### src/rtl/alu_issue_seq.sv
// Issue sequencer for the ALU: buffers packed instruction words, drives the decoded
// fields onto the ALU for a settle window, then returns the sampled result over valid/ready.
module alu_issue_seq #(
    parameter int SETTLE = 2,
    parameter int DEPTH  = 4
) (
    input  logic        clk,
    input  logic        reset,
    input  logic        instr_valid,
    output logic        instr_ready,
    input  logic [13:0] instr,
    input  logic        flush,
    output logic        alu_mood,
    output logic [4:0]  alu_in1,
    output logic [4:0]  alu_in2,
    output logic [5:0]  alu_control,
    output logic        alu_reset,
    input  logic [31:0] alu_out,
    input  logic        alu_equality,
    input  logic        alu_balance,
    output logic        res_valid,
    input  logic        res_ready,
    output logic [31:0] res_data,
    output logic        res_eq,
    output logic        res_bal,
    output logic        illegal,
    output logic        busy,
    output logic [15:0] issued_count
);
    localparam int AW = (DEPTH > 1) ? $clog2(DEPTH) : 1;
    localparam int CW = $clog2(DEPTH + 1);

    typedef enum logic [1:0] {IDLE, DRIVE, HOLD} state_t;

    state_t        state_q, state_d;
    logic [13:0]   mem [DEPTH];
    logic [AW-1:0] wr_ptr, rd_ptr;
    logic [CW-1:0] count;
    logic [3:0]    cnt;
    logic [13:0]   head;
    logic          full, empty, push, pop;
    logic          head_illegal, issue, finish, release_res;

    assign full         = (count == CW'(DEPTH));
    assign empty        = (count == '0);
    // Ready is gated by reset so nothing is accepted while the block is held in reset.
    assign instr_ready  = reset && !full;
    assign push         = instr_valid && instr_ready && !flush;
    assign busy         = (state_q != IDLE) || !empty;
    assign head         = mem[rd_ptr];
    assign head_illegal = !head[13] && (head[12:10] > 3'd5);

    // NOTE: every output of this block gets a default first, so no path leaves a latch.
    always_comb begin
        state_d     = state_q;
        pop         = 1'b0;
        issue       = 1'b0;
        finish      = 1'b0;
        release_res = 1'b0;
        case (state_q)
            IDLE: begin
                if (!empty) begin
                    pop = 1'b1;
                    if (!head_illegal) begin
                        issue   = 1'b1;
                        state_d = DRIVE;
                    end
                end
            end
            DRIVE: begin
                if (cnt == '0) begin
                    finish  = 1'b1;
                    state_d = HOLD;
                end
            end
            HOLD: begin
                if (res_ready) begin
                    release_res = 1'b1;
                    state_d     = IDLE;
                end
            end
            default: state_d = IDLE;
        endcase
        if (flush) begin
            state_d     = IDLE;
            pop         = 1'b0;
            issue       = 1'b0;
            finish      = 1'b0;
            release_res = 1'b0;
        end
    end

    // NOTE: the storage array has no reset; occupancy is tracked by count, so stale
    // entries are never observed.
    always_ff @(posedge clk) begin
        if (push) mem[wr_ptr] <= instr;
    end

    // NOTE: sequential state uses non-blocking assignments so all flops update together.
    always_ff @(posedge clk or negedge reset) begin
        if (!reset) begin
            wr_ptr <= '0;
            rd_ptr <= '0;
            count  <= '0;
        end else if (flush) begin
            wr_ptr <= '0;
            rd_ptr <= '0;
            count  <= '0;
        end else begin
            if (push) wr_ptr <= wr_ptr + AW'(1);
            if (pop)  rd_ptr <= rd_ptr + AW'(1);
            count <= count + CW'(push) - CW'(pop);
        end
    end

    always_ff @(posedge clk or negedge reset) begin
        if (!reset) begin
            state_q      <= IDLE;
            cnt          <= '0;
            alu_mood     <= 1'b0;
            alu_in1      <= '0;
            alu_in2      <= '0;
            alu_control  <= '0;
            alu_reset    <= 1'b0;
            res_valid    <= 1'b0;
            res_data     <= '0;
            res_eq       <= 1'b0;
            res_bal      <= 1'b0;
            illegal      <= 1'b0;
            issued_count <= '0;
        end else begin
            state_q   <= state_d;
            alu_reset <= flush;
            if (flush) begin
                alu_mood    <= 1'b0;
                alu_in1     <= '0;
                alu_in2     <= '0;
                alu_control <= '0;
                res_valid   <= 1'b0;
            end else begin
                if (pop && head_illegal) illegal <= 1'b1;
                if (issue) begin
                    alu_mood     <= head[13];
                    alu_control  <= head[13] ? 6'b000000 : (6'b000001 << head[12:10]);
                    alu_in1      <= head[9:5];
                    alu_in2      <= head[4:0];
                    cnt          <= 4'(SETTLE - 1);
                    issued_count <= issued_count + 16'd1;
                end
                if (state_q == DRIVE && !finish) cnt <= cnt - 4'd1;
                // Operand selects are left in place after the window; only mood/control drop.
                if (finish) begin
                    res_data    <= alu_out;
                    res_eq      <= alu_equality;
                    res_bal     <= alu_balance;
                    res_valid   <= 1'b1;
                    alu_control <= '0;
                    alu_mood    <= 1'b0;
                end
                if (release_res) res_valid <= 1'b0;
            end
        end
    end
endmodule

### config.mk
export PLATFORM = sky130hd
export DESIGN_NAME = alu_issue_seq
export DESIGN_NICKNAME = d
export VERILOG_FILES = /design/src/rtl/alu_issue_seq.sv
export SDC_FILE = /design/constraint.sdc
export NUM_CORES = 1
export LEC_CHECK = 0
export ABC_AREA = 1
export CORE_ASPECT_RATIO = 1.75
export CORE_UTILIZATION = 40
export CTS_CLUSTER_SIZE = 14
export DETAILED_ROUTE_END_ITERATION = 16
export PLACE_DENSITY_LB_ADDON = 0.15
export SYNTH_ARGS = -nofsm -noshare
export SYNTH_HDL_FRONTEND = slang
export SYNTH_SLANG_ARGS = --single-unit
### constraint.sdc
create_clock -name clk -period 2.9 [get_ports clk]
set_input_delay 0.725 -clock clk [delete_from_list [all_inputs] [get_ports clk]]
set_output_delay 0.725 -clock clk [all_outputs]
set_load 0.05 [all_outputs]
==> flow_metrics.env <==
export IMPL_synthXorXnorAreaFrac_pct=1.90
export IMPL_yosysWarnings=0
export IMPL_finalNetCount=742
export IMPL_die_h_um=164
export IMPL_yosys_top_cells_area="dfrtp_1 35%, edfxtp_1 28%, nand2_1 7.0%, mux2_2 4.9%, nand3_1 3.8%"
export IMPL_setup_tns_ns=0
export IMPL_crit_required_ns=2.17
export IMPL_htreeDepth=4
export IMPL_grt_pass1_wl_um=21100
export IMPL_max_cap_violations=0
export IMPL_drc=0
export IMPL_synthAdderAreaFrac_pct=2.22
export IMPL_fin_skew_ns=0.00903
export IMPL_seqPwrFrac_pct=32.6
export IMPL_io_buffer_count=124
export IMPL_synthMuxAreaShare_pct=6.40
export IMPL_die_w_um=94.4
export IMPL_die_area_mm2=0.0155
export IMPL_syn_area_per_cell_um2=11.1
export IMPL_placed_area_mm2=0.00744
export IMPL_synthCells=541
export IMPL_drtIter0Drc=183
export IMPL_core_area_mm2=0.0145
export IMPL_rows=58
export IMPL_cts_inserted_buffers=17
export IMPL_post_route_period_util_pct=93.2
export IMPL_synth_edff_count=56
export IMPL_design_area_mm2=0.00804
export IMPL_drt_vias_per_instance=4.95
export IMPL_grt_util_all_layers_pct=18.1
export IMPL_synthMostInstantiatedCell="nand2_1"
export IMPL_reg2regPathDepth=11
export IMPL_end_kind="output pin"
export IMPL_start_util_pct=41.2
export IMPL_pin_count=125
export IMPL_routed_via_count=4319
export IMPL_cts_clk_slew_worst_paths_ns=0.07
export IMPL_synth_top_area_share_pct=34.7
export IMPL_gp_congestion=0.812
export IMPL_worst_path_max_fanout=4
export IMPL_p_per_area_mw_per_mm2=1070
export IMPL_hpwlAfterDp_um=9200
export IMPL_ant_nets=0
export IMPL_synth_top_cell_by_area="dfrtp_1"
export IMPL_clkPwrFrac_pct=24.7
export IMPL_hold_path_class="input port to asynchronous set/reset pin"
export IMPL_synth_flop_cell="dfrtp_1"
export IMPL_overflow=0
export IMPL_leakage_nw=3.39
export IMPL_ys_seq_area_share_pct=62.8
export IMPL_status="completed"
export IMPL_antenna_found_initial=0
export IMPL_rsz0062_at_grt="no"
export IMPL_fmax_mhz=370
export IMPL_ir_drop_mv=0.553
export IMPL_r2r_start="count[1]"
export IMPL_r2r_end="count[2]"
export IMPL_crit_type="flip-flop to output pin"
export IMPL_combPwrFrac_pct=42.7
export IMPL_nFillCells=1313
export IMPL_async_flop_share_pct=59.7
export IMPL_synth_cell_type_count=35
export IMPL_slew_headroom_pct=49.2
export IMPL_route_detailed_wl_per_inst_um=15.1
export IMPL_clk_path_buf_depth=2
export IMPL_ff_latch_area_mm2=0.00376
export IMPL_cts_hold_buf=0
export IMPL_area_delta_synth_final_pct=34.4
export IMPL_period_minus_slack_ns=2.70
export IMPL_finalMaxSlewViolations=0
export IMPL_cts_tree="yes"
export IMPL_n_antenna_cell=0
export IMPL_yosys_area_share_simple_pct=17.2
export IMPL_cp_start_kind="flip-flop"
export IMPL_total_power_mw=8.58
export IMPL_post_cts_buffers=0
export IMPL_dr_pass1_iters=4
export IMPL_multiInputGateArea_mm2=0.00195
export IMPL_reg2reg_slack_ns=0.62
export IMPL_cts_resized=0
export IMPL_power_internal_mw=4.89
export IMPL_synth_area_mm2=0.00598
export IMPL_power_switching_mw=3.69
export IMPL_ys_ff_latch=139
export IMPL_setup_viol=0
export IMPL_drt_wl_total_um=13100
export IMPL_cts_sinks=139
export IMPL_clockRootBuffer="clkbuf_16"
export IMPL_grt_start_max_net_pins=62
export IMPL_synth_compound_area_share_pct=4.89
export IMPL_drive_above_1_share_pct=13.3
export IMPL_synthTopCellsByCount="112 x nand2_1, 83 x dfrtp_1, 56 x edfxtp_1, 50 x nor2_1, 46 x nand3_1"
export IMPL_netSwitchingFraction_pct=43.0
export IMPL_synth_fp_nets=604
export IMPL_crit_arrival_ns=1.98
export IMPL_worstSkewPairLatency_ns=0.41
export IMPL_first_global_vias=4317
export IMPL_tightest_slew_ns=0.763
export IMPL_synth_top_family_by_area="simple AND/OR/NAND/NOR gates"
export IMPL_final_hold_violation_count=0
-- layout make-up --
| type | instances | area share, % |
|---|---|---|
| tap | 180 | 2.80 |
| clock buffer | 17 | 5.29 |
| inverter | 42 | 1.99 |
| sequential | 139 | 46.8 |
| timing repair buffer | 137 | 16.7 |
| clock inverter | 15 | 2.10 |
| multi-input combinational | 342 | 24.3 |
-- critical path, stage by stage (launching register included) --
cell,delay (ns)
dfrtp_1,0.44
nor3_1,0.26
nand2_1,0.13
clkdlybuf4s50_1,0.72
-- per-stage QoR --
| step | util (%) | setup slack (ns) | hold WS (ns) | std cells |
|---|---|---|---|---|
| floorplan | - | 0.121 | 0.429 | 541 |
| global placement | 51.3 | 0.298 | 0.472 | 840 |
| detailed placement | 51.3 | 0.290 | 0.482 | 840 |
| CTS | 55.4 | 0.177 | 0.332 | 872 |
| global route | 55.4 | 0.0815 | 0.346 | 872 |
| finish | 55.4 | 0.198 | 0.338 | 872 |
-- worst max path at each step --
stage | slack, ns | startpoint | depth (start not counted) | endpoint
floorplan | 0.12 | reset | 10 | count[2]
global placement | 0.30 | flush | 10 | count[2]
detailed placement | 0.29 | flush | 10 | count[2]
CTS | 0.18 | count[1] | 3 | busy
global route | 0.08 | count[1] | 3 | busy
finish | 0.20 | count[1] | 3 | busy
-- placed cells by master, fill, tap and decap left out, drive strengths merged --
master	instances
clkdlybuf4s50	122
xnor2	5
clkinv	5
a21oi	4
o21ai	38
dfrtp	83
xor2	8
nand4	2
edfxtp	56
nand2	118
nor2	54
fa	1
clkinvlp	2
mux2	34
a311oi	1
ha	9
nand3b	1
o22ai	10
buf	15
nor3	8
inv	50
clkbuf	17
o31ai	1
nand3	48
-- sequential cells by signal, indices dropped and copies added, names as in the netlist --
register      flops
alu_control       6
alu_in1           5
alu_in2           5
alu_mood          1
alu_reset         1
cnt               4
count             3
illegal           1
issued_count     16
mem              56
rd_ptr            2
res_bal           1
res_data         32
res_eq            1
res_valid         1
state_q           2
wr_ptr            2
-- power groups by stage --
stage / clock network, mW / logic (mW) / registers (mW)
final: 2.12 / 3.67 / 2.80
after global routing: 2.25 / 3.92 / 2.86
after CTS: 2.16 / 3.71 / 2.80
after detailed placement: 0 / 3.70 / 2.84
after global placement: 0 / 3.64 / 2.82
after floorplan: 0 / 1.22 / 4.11
-- metal layers --
| metal | vias up | share of wire, % | global-route usage (%) |
|---|---|---|---|
| met3 | 14 | 4.9 | 4.54 |
| met2 | 106 | 56 | 34.1 |
| met4 | 0 | 1.7 | 6.01 |
| met5 | - | 0 | 0 |
| li1 | 2095 | - | - |
| met1 | 2104 | 37 | 19.0 |
-- kinds of logic after synthesis --
logic type	count (synthesis)
XOR/XNOR	13
adder cells (fa/ha/maj)	10
AND/OR/NAND/NOR	231
multiplexers	34
flip-flops	139
AO/OA/AOI/OAI	54
buffers and inverters	60
(Power assumes the default switching activity.)
